--- src/rtl/pipeline_hazard_ctrl_if.sv ---
// Hazard handshake bundle between the pipeline datapath and the stall/flush sequencer.
// master = sequencer (drives load/flush enables), slave = pipeline (drives hazard status).
interface pipeline_hazard_ctrl_if;
    logic imem_busy;
    logic imem_resp;
    logic dmem_busy;
    logic load_use;
    logic br_mispredict;
    logic load_pc;
    logic load_if_id;
    logic load_id_ex;
    logic load_ex_mem;
    logic load_mem_wb;
    logic flush_if_id;
    logic flush_id_ex;

    modport master (
        input  imem_busy, imem_resp, dmem_busy, load_use, br_mispredict,
        output load_pc, load_if_id, load_id_ex, load_ex_mem, load_mem_wb,
               flush_if_id, flush_id_ex
    );

    modport slave (
        output imem_busy, imem_resp, dmem_busy, load_use, br_mispredict,
        input  load_pc, load_if_id, load_id_ex, load_ex_mem, load_mem_wb,
               flush_if_id, flush_id_ex
    );
endinterface

--- src/rtl/pipeline_hazard_ctrl.sv ---
// Stall/flush sequencer for the 5-stage rv32i pipeline, with dmem watchdog.
// Optional performance counters are built only when PIPE_PERF_CNT_EN is defined.
//
//   state | meaning
//   RUN   | normal issue; freezes, redirects and bubbles resolved each cycle
//   DRAIN | wrong-path fetch still outstanding; its response is dropped
module pipeline_hazard_ctrl #(
    parameter int WD_LIMIT = 1024,
    parameter int WD_W     = 11
) (
    input  logic                  clk,
    input  logic                  rst,
    pipeline_hazard_ctrl_if.master hz,
    output logic                  wd_timeout,
    output logic [31:0]           stall_cycles,
    output logic [31:0]           flush_events
);

    typedef enum logic {RUN, DRAIN} state_t;

    localparam logic [WD_W-1:0] WD_MAX = WD_W'(WD_LIMIT);

    state_t          state;
    logic [WD_W-1:0] wd_cnt;
    logic            front_stall;
    logic            redirect;

    assign front_stall = hz.imem_busy & ~hz.imem_resp;
    assign redirect    = ~rst & ~hz.dmem_busy & hz.br_mispredict & (state == RUN);

    always_comb begin
        hz.load_pc     = 1'b0;
        hz.load_if_id  = 1'b0;
        hz.load_id_ex  = 1'b0;
        hz.load_ex_mem = 1'b0;
        hz.load_mem_wb = 1'b0;
        hz.flush_if_id = 1'b0;
        hz.flush_id_ex = 1'b0;
        if (!rst && !hz.dmem_busy) begin
            hz.load_ex_mem = 1'b1;
            hz.load_mem_wb = 1'b1;
            if (state == DRAIN) begin
                hz.flush_if_id = 1'b1;
                hz.flush_id_ex = 1'b1;
            end else if (hz.br_mispredict) begin
                hz.load_pc     = 1'b1;
                hz.flush_if_id = 1'b1;
                hz.flush_id_ex = 1'b1;
            end else if (front_stall || hz.load_use) begin
                hz.flush_id_ex = 1'b1;
            end else begin
                hz.load_pc    = 1'b1;
                hz.load_if_id = 1'b1;
                hz.load_id_ex = 1'b1;
            end
        end
    end

    // The stale response is dropped whenever it lands, even under a dmem freeze.
    always_ff @(posedge clk) begin
        if (rst) begin
            state <= RUN;
        end else begin
            case (state)
                RUN:     if (redirect && front_stall) state <= DRAIN;
                DRAIN:   if (hz.imem_resp) state <= RUN;
                default: state <= RUN;
            endcase
        end
    end

    always_ff @(posedge clk) begin
        if (rst) begin
            wd_cnt     <= '0;
            wd_timeout <= 1'b0;
        end else if (hz.dmem_busy) begin
            if (wd_cnt != WD_MAX) wd_cnt <= wd_cnt + 1'b1;
            if (wd_cnt >= WD_MAX - 1'b1) wd_timeout <= 1'b1;
        end else begin
            wd_cnt <= '0;
        end
    end

`ifdef PIPE_PERF_CNT_EN
    always_ff @(posedge clk) begin
        if (rst) begin
            stall_cycles <= '0;
            flush_events <= '0;
        end else begin
            if (!hz.load_pc) stall_cycles <= stall_cycles + 32'd1;
            if (redirect)    flush_events <= flush_events + 32'd1;
        end
    end
`else
    assign stall_cycles = '0;
    assign flush_events = '0;
`endif

endmodule
--- src/flat_wrapper.sv ---
// flat-port wrapper written by rule: the top's interface ports become plain ports
module pipeline_hazard_ctrl_flat 
#(
    parameter int WD_LIMIT = 1024,
    parameter int WD_W     = 11
)
  (clk, rst, wd_timeout, stall_cycles, flush_events, hz_imem_busy, hz_imem_resp, hz_dmem_busy, hz_load_use, hz_br_mispredict, hz_load_pc, hz_load_if_id, hz_load_id_ex, hz_load_ex_mem, hz_load_mem_wb, hz_flush_if_id, hz_flush_id_ex);
  pipeline_hazard_ctrl_if hz_i ();
  input  logic clk;
  input  logic rst;
  output logic wd_timeout;
  output logic [31:0] stall_cycles;
  output logic [31:0] flush_events;
  input wire logic [$bits(hz_i.imem_busy)-1:0] hz_imem_busy;
  input wire logic [$bits(hz_i.imem_resp)-1:0] hz_imem_resp;
  input wire logic [$bits(hz_i.dmem_busy)-1:0] hz_dmem_busy;
  input wire logic [$bits(hz_i.load_use)-1:0] hz_load_use;
  input wire logic [$bits(hz_i.br_mispredict)-1:0] hz_br_mispredict;
  output wire logic [$bits(hz_i.load_pc)-1:0] hz_load_pc;
  output wire logic [$bits(hz_i.load_if_id)-1:0] hz_load_if_id;
  output wire logic [$bits(hz_i.load_id_ex)-1:0] hz_load_id_ex;
  output wire logic [$bits(hz_i.load_ex_mem)-1:0] hz_load_ex_mem;
  output wire logic [$bits(hz_i.load_mem_wb)-1:0] hz_load_mem_wb;
  output wire logic [$bits(hz_i.flush_if_id)-1:0] hz_flush_if_id;
  output wire logic [$bits(hz_i.flush_id_ex)-1:0] hz_flush_id_ex;
  assign hz_i.imem_busy = hz_imem_busy;
  assign hz_i.imem_resp = hz_imem_resp;
  assign hz_i.dmem_busy = hz_dmem_busy;
  assign hz_i.load_use = hz_load_use;
  assign hz_i.br_mispredict = hz_br_mispredict;
  assign hz_load_pc = hz_i.load_pc;
  assign hz_load_if_id = hz_i.load_if_id;
  assign hz_load_id_ex = hz_i.load_id_ex;
  assign hz_load_ex_mem = hz_i.load_ex_mem;
  assign hz_load_mem_wb = hz_i.load_mem_wb;
  assign hz_flush_if_id = hz_i.flush_if_id;
  assign hz_flush_id_ex = hz_i.flush_id_ex;
  pipeline_hazard_ctrl #(.WD_LIMIT(WD_LIMIT), .WD_W(WD_W)) u_core (.clk(clk), .rst(rst), .hz(hz_i), .wd_timeout(wd_timeout), .stall_cycles(stall_cycles), .flush_events(flush_events));
endmodule
--- config.mk ---
export PLATFORM = sky130hd
export DESIGN_NAME = pipeline_hazard_ctrl_flat
export DESIGN_NICKNAME = d
export VERILOG_FILES = /design/src/rtl/pipeline_hazard_ctrl_if.sv /design/src/rtl/pipeline_hazard_ctrl.sv /design/src/flat_wrapper.sv
export SDC_FILE = /design/constraint.sdc
export NUM_CORES = 1
export LEC_CHECK = 0
export BUFFER_PORTS_ARGS = -buffer_cell sky130_fd_sc_hd__clkbuf_2
export CORE_UTILIZATION = 35
export CTS_BUF_LIST = sky130_fd_sc_hd__clkbuf_2 sky130_fd_sc_hd__clkbuf_4 sky130_fd_sc_hd__clkbuf_8
export DETAILED_ROUTE_END_ITERATION = 7
export GPL_TIMING_DRIVEN = 0
export PLACE_DENSITY = 0.69
export SLEW_MARGIN = 20
export SYNTH_ARGS = -nofsm -noshare
export SYNTH_HDL_FRONTEND = slang
export SYNTH_SLANG_ARGS = --single-unit
--- constraint.sdc ---
create_clock -name clk -period 2.1 [get_ports clk]
set_clock_uncertainty 0.1 [all_clocks]
set_input_delay 0.63 -clock clk [delete_from_list [all_inputs] [get_ports clk]]
set_output_delay 0.63 -clock clk [all_outputs]
set_load 0.02 [all_outputs]
Word-level counts from Yosys, hierarchy flattened
Index checks and enable logic that the tools add are counted.

word-level totals
  bits in registers = 13
  output and inout port bits = 72

operators by class
  add/subtract/negate cells = 1
  $lt $le $gt $ge = 1
  eq/ne operators = 1
  mux-type cells = 18
  bitwise logic cells = 8
  reductions and logical operators = 7

operators by type and width
  operator               number
  $mux 1                 17
  $add 11x1->11 const B  1
  $ge 11x10->1 const B   1
  $ne 11x11->1 const B   1
  $and 1x1->1            4
  $not 1->1              4
  $logic_and 1x1->1      2
  $logic_not 1->1        2
  $pmux 1 s2             1
  $reduce_and 2->1       1
  $reduce_or 2->1        1
  $logic_or 1x1->1       1

Logic depth before layout (Yosys ltp)
Gate-level depths: netlist of the first run.

  depth after elaboration = 7
  mapped depth = 5

Least setup slack after synthesis of the first run
No wires, ideal clock.

  path type = input -> output
  from = input hz_dmem_busy
  to = output hz_flush_id_ex
  arrival time = 1.580 ns
  required time = 1.370 ns
  setup slack = -0.210 ns
  stages = 2
  path buffers = 0
  cells stage by stage = nor2_1 -> a21boi_0

between the ends
  cells in the longest elaborated chain, start to end = 3

RTL lines
  what               RTL line                    source
  from (decl)        flat_wrapper.sv:16          input wire logic [$bits(hz_i.dmem_busy)-1:0] hz_dmem_busy;
  $logic_not 1->1    pipeline_hazard_ctrl.sv:39  if (!rst && !hz.dmem_busy) begin
  $logic_and 1x1->1  pipeline_hazard_ctrl.sv:39
  $mux 1             pipeline_hazard_ctrl.sv:39
  to (decl)          flat_wrapper.sv:25          output wire logic [$bits(hz_i.flush_id_ex)-1:0] hz_flush_id_ex;

Every way passes these cells.

Worst setup path in the final report of the first run
  from = input hz_dmem_busy
  to = output hz_load_if_id

between the ends
  cells in the longest elaborated chain, start to end = 3

RTL lines
  what               RTL line                    source
  $logic_not 1->1    pipeline_hazard_ctrl.sv:39
  $logic_and 1x1->1  pipeline_hazard_ctrl.sv:39
  $mux 1             pipeline_hazard_ctrl.sv:39
  to (decl)          flat_wrapper.sv:20          output wire logic [$bits(hz_i.load_if_id)-1:0] hz_load_if_id;

Every way passes these cells.

==> metrics.yaml, run 1 <==
status: "finished, final reports clean"
drv_slew: 0
syn_to_final_growth_pct: 35.28
cpMaxStageDelayCell: "and3_4"
max-cap-violations: 0
drtIter0Drc: 8
fp.dieW_microns: 60.09
synth_seq_area_share: 0.2203
gp_congestion: 0.8471
critPathKind: "in -> out"
cts.path.max_buffers: 2
reg2reg_from: "u_core.wd_cnt[2]"
fin_nets: 238
wl_per_cell_microns: 6.919
post-synth-top-count-cell: "buf_4"
dpl.hpwl_microns: 1591
first_pass_iters: 4
fillCellCount: 329
rsz0062_at_grt: "no"
clk_latency_ns: 0.28
fmax_mhz: 487.7
slowest_delay_ns: 0.19
numCtsBuffers: 3
cts.sinks: 13
finalSetupViolCount: 0
core_sq_um: 3128
synth_edf_count: 0
hold_class: "reg -> reg"
synth_ff_type: "dfxtp_1"
synth_top_area_frac: 0.4195
grt_antenna_before_repair: 0
final_core_util: 0.5108
viasPerCell: 3.629
fin_tns_setup_ns: 0
critPathMaxFanout: 7
p_leak_nw: 0.8590
power_mw: 0.6675
final_cell_area_sq_um: 1598
synth_area_leaders: "buf_4 42%, dfxtp_1 22%, a21oi_1 3.8%"
cts_hold_buf: 0
peakVddDrop_uv: 211.0
holdWs_ns: 0.4077
cp-startpoint: "hz_dmem_busy"
period_share: 0.9763
hold_viol_final: 0
initial_core_util: 0.3776
worst_ep_required_time_ns: 1.37
placed_cell_area_sq_um: 1546
yosys-top-cells-count: "66 x buf_4, 13 x dfxtp_1, 9 x a21oi_1"
cp_cell_sequence: "clkbuf_2 > nor2_4 > and3_4 > buf_4 > buf_6"
die_y_microns: 60.09
synth_area_sq_um: 1181
cts_tree: "done"
synth.distinct_cells: 32
clk_pin_slew_ns: 0.09
antenna_cells: 0
avgSynthCellArea_sq_um: 8.035
drc_errors: 0
power.density_nw_per_um2: 417.8
hp-start: "u_core.wd_cnt[10]"
worst-path-buf-inv: 3
cp.arrival_ns: 1.32
ys_seq_elements: 13
critical_path.top_delay_family: "buffers and inverters"
startpoint_type: "input port"
grt_pass1_vias: 647
postRouteAntennaNets: 0
grt_max_degree: 9
row_count: 20
io_pins: 79
grt_first_pass_wirelength_microns: 2684
ys_warn_count: 0
post-route-min-period_ns: 2.050
track_usage: 0.09919
yosysTopAreaCell: "buf_4"
drt-total-wl_microns: 1882
grt_overflow: 0
num_vias: 987
cts-root-buf: "clkbuf_4"
htreeDepth: 1
worstSetupEndpointType: "primary output"
port_buffers: 14
fp.dieArea_sq_um: 3611
post_cts_buffers: 0
syn_inst: 147
drive_above_1_share: 0.4035
synth-async-reset-ratio: 0
[per-layer routing]
layer,wire [microns],vias to the layer above,track usage
li1,-,538,-
met1,819,401,0.1192
met2,865,46,0.1587
met3,183,2,0.04329
met4,12,0,0.02990
met5,0,-,0
[path summary, 6_finish.rpt]
| path | endpoint | slack (ns) | depth (start not counted) |
|---|---|---|---|
| max reg2reg | u_core.wd_cnt[2] | 0.36 | 3 |
| max | hz_load_if_id | 0.05 | 5 |
| min reg2reg | u_core.wd_cnt[10] | 0.41 | 2 |
| min | u_core.wd_cnt[10] | 0.41 | 2 |
[layout by cell type, fill, tap and decap left out, drive strengths merged]
master	netlist	final
and3	2	2
nand4bb	1	1
o31a	1	1
nand2b	3	3
ha	2	2
xor2	1	1
nor2	4	4
o32ai	1	1
dfxtp	13	13
a31oi	2	2
nor2b	1	1
o22ai	1	1
nand4b	1	1
nor4	1	1
o21ai	2	2
nor3	5	5
or4	5	5
or2	1	1
buf	66	67
clkbuf	0	17
inv	6	6
nand2	1	1
conb	1	64
a21boi	1	1
or3	2	2
o21a	2	2
o31ai	5	5
nand4	2	2
nand3	4	4
xnor2	1	1
a21oi	9	9
[cell families (layout without fill, tap and decap cells)]
family,count (synthesis),after routing,share of synthesized area
other,1,64,0.003175
adder cells (fa/ha/maj),2,2,0.02118
AND/OR/NAND/NOR,33,33,0.1695
flip-flops,13,13,0.2203
XOR/XNOR,2,2,0.01483
buffers and inverters,72,90,0.4386
AO/OA/AOI/OAI,24,24,0.1324
[report_power, final]
group / total (mW) / switching (mW) / internal, mW
clock network: 0.172 / 0.0851 / 0.0865
registers: 0.252 / 0.00331 / 0.249
logic: 0.244 / 0.144 / 0.100
total: 0.668 / 0.232 / 0.435
[metrics by stage]
step	setup WS (ns)	std cells
after floorplan	0.01981	210
after global placement	-0.05523	268
after detailed placement	-0.04637	268
after CTS	0.002381	272
after global routing	0.003816	272
final	0.04976	272
[flip-flops by register name, indices dropped and copies added, names as in the netlist]
signal             flops
u_core.wd_timeout      1
u_core.wd_cnt         11
u_core.state           1
[cell type report]
class / count / area, sq um / share of cell area
multi-input cells: 125 / 658.1 / 0.4119
flip-flops and latches: 13 / 260.3 / 0.1629
well taps: 44 / 55.05 / 0.03446
repair buffers: 14 / 76.32 / 0.04777
clock buffers: 4 / 30.03 / 0.01879
inverters: 6 / 22.52 / 0.01410
plain buffers: 66 / 495.5 / 0.3101
[tightest hold or removal path: cells and delay by family, from the launching register on]
family / cells / cell delay [ns]
flops: 1 / 0.34
compound gates: 2 / 0.13
[repair_timing]
item                                    in CTS  in global routing
resized for setup                            2                  6
endpoints found under the setup margin       1                  1
pin swaps                                    0                  2
(Power assumes the default switching activity.)
==> inputs of run 2 (changes only) <==
==> constraint.sdc (replaced) <==
create_clock -name clk -period 2.39 [get_ports clk]
set_clock_uncertainty 0.1 [all_clocks]
set_input_delay 0.717 -clock clk [delete_from_list [all_inputs] [get_ports clk]]
set_output_delay 0.717 -clock clk [all_outputs]
set_load 0.02 [all_outputs]
==> metrics.yaml, run 2 (synthesis gave the netlist of run 1 again) <==
drv_slew: 0  # unchanged
peakVddDrop_uv: 308.4  # was 211.0 uV
final_core_util: 0.5048  # was 0.5108
cts-root-buf: "clkbuf_4"  # unchanged
placed_cell_area_sq_um: 1545  # was 1546 sq um
worstReg2RegEnd: "u_core.wd_cnt[10]"  # was u_core.wd_cnt[2]
cp-startpoint: "hz_dmem_busy"  # unchanged
fin_nets: 238  # unchanged
drc_errors: 0  # unchanged
dpl.hpwl_microns: 1588  # was 1591 microns
wl_per_cell_microns: 7.088  # was 6.919 microns
finalSetupViolCount: 0  # unchanged
grt_pass1_vias: 756  # was 647
fmax_mhz: 438.5
rsz0062_at_grt: "no"  # unchanged
period_share: 0.9543
rrSetupSlack_ns: 0.66  # was 0.36 ns
cts.path.max_buffers: 2  # unchanged
htreeDepth: 1  # unchanged
status: "finished, final reports clean"  # unchanged
grt_overflow: 0  # unchanged
setup_ws_ns: 0.1093  # was 0.04976 ns
cts_tree: "done"  # unchanged
num_vias: 991  # was 987
core_sq_um: 3128  # unchanged
drive_above_1_share: 0.3904  # was 0.4035
top_register: "u_core.wd_cnt"  # unchanged
postRouteAntennaNets: 0  # unchanged
dp_slack_ns: 0.07836  # was -0.04637 ns
top_layer: "met4"  # unchanged
reg.largest.list: "u_core.wd_cnt (11), u_core.state (1), u_core.wd_timeout (1)"  # unchanged
met1Wirelength_microns: 828  # was 819 microns
critPathMaxFanout: 7  # unchanged
cts_resized: 0  # was 2
cts.sinks: 13  # unchanged
fp.dieArea_sq_um: 3611  # unchanged
routed-wl-met2_microns: 866  # was 865 microns
reg2reg_from: "u_core.wd_cnt[0]"  # was u_core.wd_cnt[2]
port_buffers: 14  # unchanged
die_y_microns: 60.09  # unchanged
fin_tns_setup_ns: 0  # unchanged
r2r_cells: 4  # was 3
holdPathStages: 2  # unchanged
syn_to_final_growth_pct: 33.69  # was 35.28%
power.density_nw_per_um2: 369.3  # was 417.8 nW/um^2
cp.arrival_ns: 1.46  # was 1.32 ns
final_cell_mix: "66 x buf_4, 64 x conb_1, 14 x clkbuf_2"  # was 66 x buf_4, 64 x conb_1, 13 x clkbuf_2, 13 x dfxtp_1, 8 x a21oi_1
worstSetupEndpointType: "primary output"  # unchanged
largest_register_ffs: 11  # unchanged
startpoint_type: "input port"  # unchanged
final_common_cell: "buf_4"  # unchanged
worst_ep_required_time_ns: 1.57  # was 1.37 ns
grt_antenna_before_repair: 0  # unchanged
clk_pin_slew_ns: 0.07  # was 0.09 ns
grt_max_degree: 9  # unchanged
hold_viol_final: 0  # unchanged
row_count: 20  # unchanged
grt_first_pass_wirelength_microns: 3070  # was 2684 microns
critPathKind: "in -> out"  # unchanged
first_pass_iters: 4  # unchanged
track_usage: 0.1118  # was 0.09919
antenna_cells: 0  # unchanged
hp-start: "u_core.wd_cnt[10]"  # unchanged
numCtsBuffers: 3  # unchanged
hold_class: "reg -> reg"  # unchanged
p_leak_nw: 0.8594  # was 0.8590 nW
io_pins: 79  # unchanged
met3_length_microns: 206  # was 183 microns
max-cap-violations: 0  # unchanged
final_cell_area_sq_um: 1579  # was 1598 sq um
post-route-min-period_ns: 2.281
gp_congestion: 0.8963  # was 0.8471
cts_hold_buf: 0  # unchanged
initial_core_util: 0.3776  # unchanged
fp.dieW_microns: 60.09  # unchanged
post_cts_buffers: 0  # unchanged
whs_endpoint: "u_core.wd_cnt[10]"  # unchanged
drt-total-wl_microns: 1928  # was 1882 microns
clk_latency_ns: 0.28  # about the same
drtIter0Drc: 25  # was 8
viasPerCell: 3.643  # was 3.629
## run 2: worst max-delay path: stages
cell      delay, ns
clkbuf_2       0.14
nor2_2         0.17
and3_1         0.19
buf_4          0.10
clkbuf_2       0.15
## run 2: where the power goes
group	total (mW)	switching, mW	leakage (nW)	internal [mW]
clock	0.149	0.0725	0.0184	0.0761
sequential	0.222	0.00324	0.105	0.218
combinational	0.213	0.126	0.736	0.0867
## run 2: worst max path at each step
stage | depth (start not counted) | to | slack [ns]
detailed placement | 6 | hz_load_if_id | 0.08
global placement | 6 | hz_load_if_id | 0.07
CTS | 6 | hz_load_if_id | 0.07
finish | 5 | hz_load_if_id | 0.11
floorplan | 3 | hz_load_if_id | 0.08
global route | 5 | hz_load_if_id | 0.02
## run 2: final cells by class
class,count,area [sq um]
plain buffers,66,495.5
clock buffers,4,30.03
fillers,309,1549
inverters,6,22.52
multi-input cells,125,645.6
flip-flops and latches,13,260.3
well taps,44,55.05
repair buffers,14,70.07
## run 2: per-stage QoR
step / hold slack [ns] / instances / power, mW
floorplan: 0.3651 / 210 / 0.4176
global placement: 0.3935 / 268 / 0.4346
detailed placement: 0.3941 / 268 / 0.4350
CTS: 0.4079 / 272 / 0.5829
global route: 0.4317 / 272 / 0.6224
finish: 0.4108 / 272 / 0.5831
## run 2: layer usage
metal	GRT usage	up-vias
li1	-	544
met1	0.1334	391
met2	0.1825	52
met3	0.04978	4
met4	0.02658	0
met5	0	-
==> inputs of run 3 (changes only) <==
--- a/config.mk
+++ b/config.mk
@@ -7,7 +7,6 @@
 export LEC_CHECK = 0
 export BUFFER_PORTS_ARGS = -buffer_cell sky130_fd_sc_hd__clkbuf_2
 export CORE_UTILIZATION = 35
-export CTS_BUF_LIST = sky130_fd_sc_hd__clkbuf_2 sky130_fd_sc_hd__clkbuf_4 sky130_fd_sc_hd__clkbuf_8
 export DETAILED_ROUTE_END_ITERATION = 7
 export GPL_TIMING_DRIVEN = 0
 export PLACE_DENSITY = 0.69
==> metrics.yaml, run 3 (synthesis gave the netlist of run 1 again) <==
drive_above_1_share: 0.3860  # was 0.3904
clk_pin_slew_ns: 0.07  # about the same
post-route-min-period_ns: 2.281  # about the same
regArea_sq_um: 260.3  # unchanged
top_register: "u_core.wd_cnt"  # unchanged
slowest_delay_ns: 0.19  # about the same
power.density_nw_per_um2: 362.7  # was 369.3 nW/um^2
critical_path.top_delay_family: "buffers and inverters"  # unchanged
drt-total-wl_microns: 1930  # was 1928 microns
peakVddDrop_uv: 307.0  # was 308.4 uV
grt_first_pass_wirelength_microns: 3070  # unchanged
drc_errors: 0  # unchanged
cp_cell_sequence: "clkbuf_2 > nor2_2 > and3_1 > buf_4 > clkbuf_2"  # unchanged
first_pass_iters: 4  # unchanged
row_count: 20  # unchanged
hold_class: "reg -> reg"  # unchanged
clk_latency_ns: 0.28  # about the same
crit_path_frequent_cell: "clkbuf_2"  # unchanged
rsz0062_at_grt: "no"  # unchanged
p_int_mw: 0.3698  # was 0.3812 mW
grt_pass1_vias: 756  # unchanged
viasPerCell: 3.665  # was 3.643
cts.sinks: 13  # unchanged
multi_input_area_sq_um: 645.6  # unchanged
cts-root-buf: "clkbuf_4"  # unchanged
grt_antenna_before_repair: 0  # unchanged
fin_nets: 238  # unchanged
r2r_cells: 3  # was 4
reg.largest.list: "u_core.wd_cnt (11), u_core.state (1), u_core.wd_timeout (1)"  # unchanged
rrSetupSlack_ns: 0.66  # about the same
syn_to_final_growth_pct: 33.37  # was 33.69%
num_vias: 997  # was 991
die_y_microns: 60.09  # unchanged
final_common_cell: "buf_4"  # unchanged
hold_viol_final: 0  # unchanged
holdPathStages: 2  # unchanged
wl_per_cell_microns: 7.096  # was 7.088 microns
fp.dieArea_sq_um: 3611  # unchanged
seq_power_share: 0.388  # was 0.380
io_pins: 79  # unchanged
max-cap-violations: 0  # unchanged
final_cell_mix: "66 x buf_4, 64 x conb_1, 14 x clkbuf_2"  # unchanged
clockPowerShare: 0.239  # was 0.255
setup_ws_ns: 0.1091  # was 0.1093 ns
cpMaxStageDelayCell: "and3_1"  # unchanged
period_share: 0.9544  # was 0.9543
fp.dieW_microns: 60.09  # unchanged
grt_max_degree: 9  # unchanged
worstSetupEndpointType: "primary output"  # unchanged
postRouteAntennaNets: 0  # unchanged
fmax_mhz: 438.4  # was 438.5 MHz
worst_ep_required_time_ns: 1.57  # about the same
numCtsBuffers: 3  # unchanged
post_cts_buffers: 0  # unchanged
startpoint_type: "input port"  # unchanged
drv_slew: 0  # unchanged
antenna_cells: 0  # unchanged
core_sq_um: 3128  # unchanged
port_buffers: 14  # unchanged
cts_tree: "done"  # unchanged
track_usage: 0.1118  # unchanged
initial_core_util: 0.3776  # unchanged
cp.depth: 5  # unchanged
cp.arrival_ns: 1.46  # about the same
grt_overflow: 0  # unchanged
fin_tns_setup_ns: 0  # unchanged
gp_congestion: 0.8963  # unchanged
critPathKind: "in -> out"  # unchanged
fillCellCount: 310  # was 309
swShare: 0.3527  # was 0.3463
htreeDepth: 1  # unchanged
worst-path-buf-inv: 3  # unchanged
p_sw_mw: 0.2015  # was 0.2019 mW
critPathMaxFanout: 7  # unchanged
largest_register_ffs: 11  # unchanged
dp_slack_ns: 0.07836  # unchanged
drtIter0Drc: 25  # unchanged
finalSetupViolCount: 0  # unchanged
p_leak_nw: 0.8560  # was 0.8594 nW
dpl.hpwl_microns: 1588  # unchanged
status: "finished, final reports clean"  # unchanged
cts.path.max_buffers: 2  # unchanged
power_frac_comb: 0.373  # was 0.365
-- run 3: cell count changes in the layout (fill, tap and decap cells not counted) --
cell / change
clkbuf_1: +1
clkbuf_4: -1
-- run 3: path summary, 6_finish.rpt --
path | start | to
min | u_core.wd_cnt[10] | u_core.wd_cnt[10]
max | hz_dmem_busy | hz_load_if_id
min reg2reg | u_core.wd_cnt[10] | u_core.wd_cnt[10]
max reg2reg | u_core.wd_cnt[2] | u_core.wd_cnt[2]
-- run 3: timing repair --
action	CTS	global route
hold buffers	0	0
endpoints found under the setup margin	0	1
resized for setup	0	1
-- run 3: worst register-to-register path: stages, from the launching register on --
cell     delay [ns]
dfxtp_1        0.38
or4_4          0.57
o31ai_2        0.39
o22ai_1        0.16
-- run 3: final cells by class --
cell class | count | area share
Clock buffer | 4 | 0.01668
Inverter | 6 | 0.01430
Buffer | 66 | 0.3145
Multi-Input combinational cell | 125 | 0.4098
Tap cell | 44 | 0.03495
Sequential cell | 13 | 0.1652
Timing Repair Buffer | 14 | 0.04448
-- run 3: stage by stage --
step | util | std cells | area, sq um | power (mW) | hold slack [ns]
2_1_floorplan | - | 210 | 1420 | 0.4176 | 0.3651
3_3_place_gp | 0.4940 | 268 | 1545 | 0.4346 | 0.3935
3_5_place_dp | 0.4940 | 268 | 1545 | 0.4350 | 0.3941
4_1_cts | 0.5024 | 272 | 1572 | 0.5711 | 0.4078
5_1_grt | 0.5036 | 272 | 1575 | 0.6113 | 0.4317
6_report | 0.5036 | 272 | 1575 | 0.5713 | 0.4108
-- run 3: per-layer routing --
metal  vias to the layer above  track usage  wire length [microns]
met2                        56       0.1825                    868
met5                         -            0                      0
met4                         0      0.02658                     26
met3                         4      0.04978                    224
li1                        544            -                      -
met1                       393       0.1334                    811
-- run 3: power by group through the flow --
stage | registers [mW] | logic, mW | clock network, mW
after floorplan | 0.226 | 0.192 | 0
after global placement | 0.226 | 0.208 | 0
after detailed placement | 0.227 | 0.208 | 0
after CTS | 0.221 | 0.209 | 0.141
after global routing | 0.222 | 0.231 | 0.158
final | 0.222 | 0.213 | 0.137
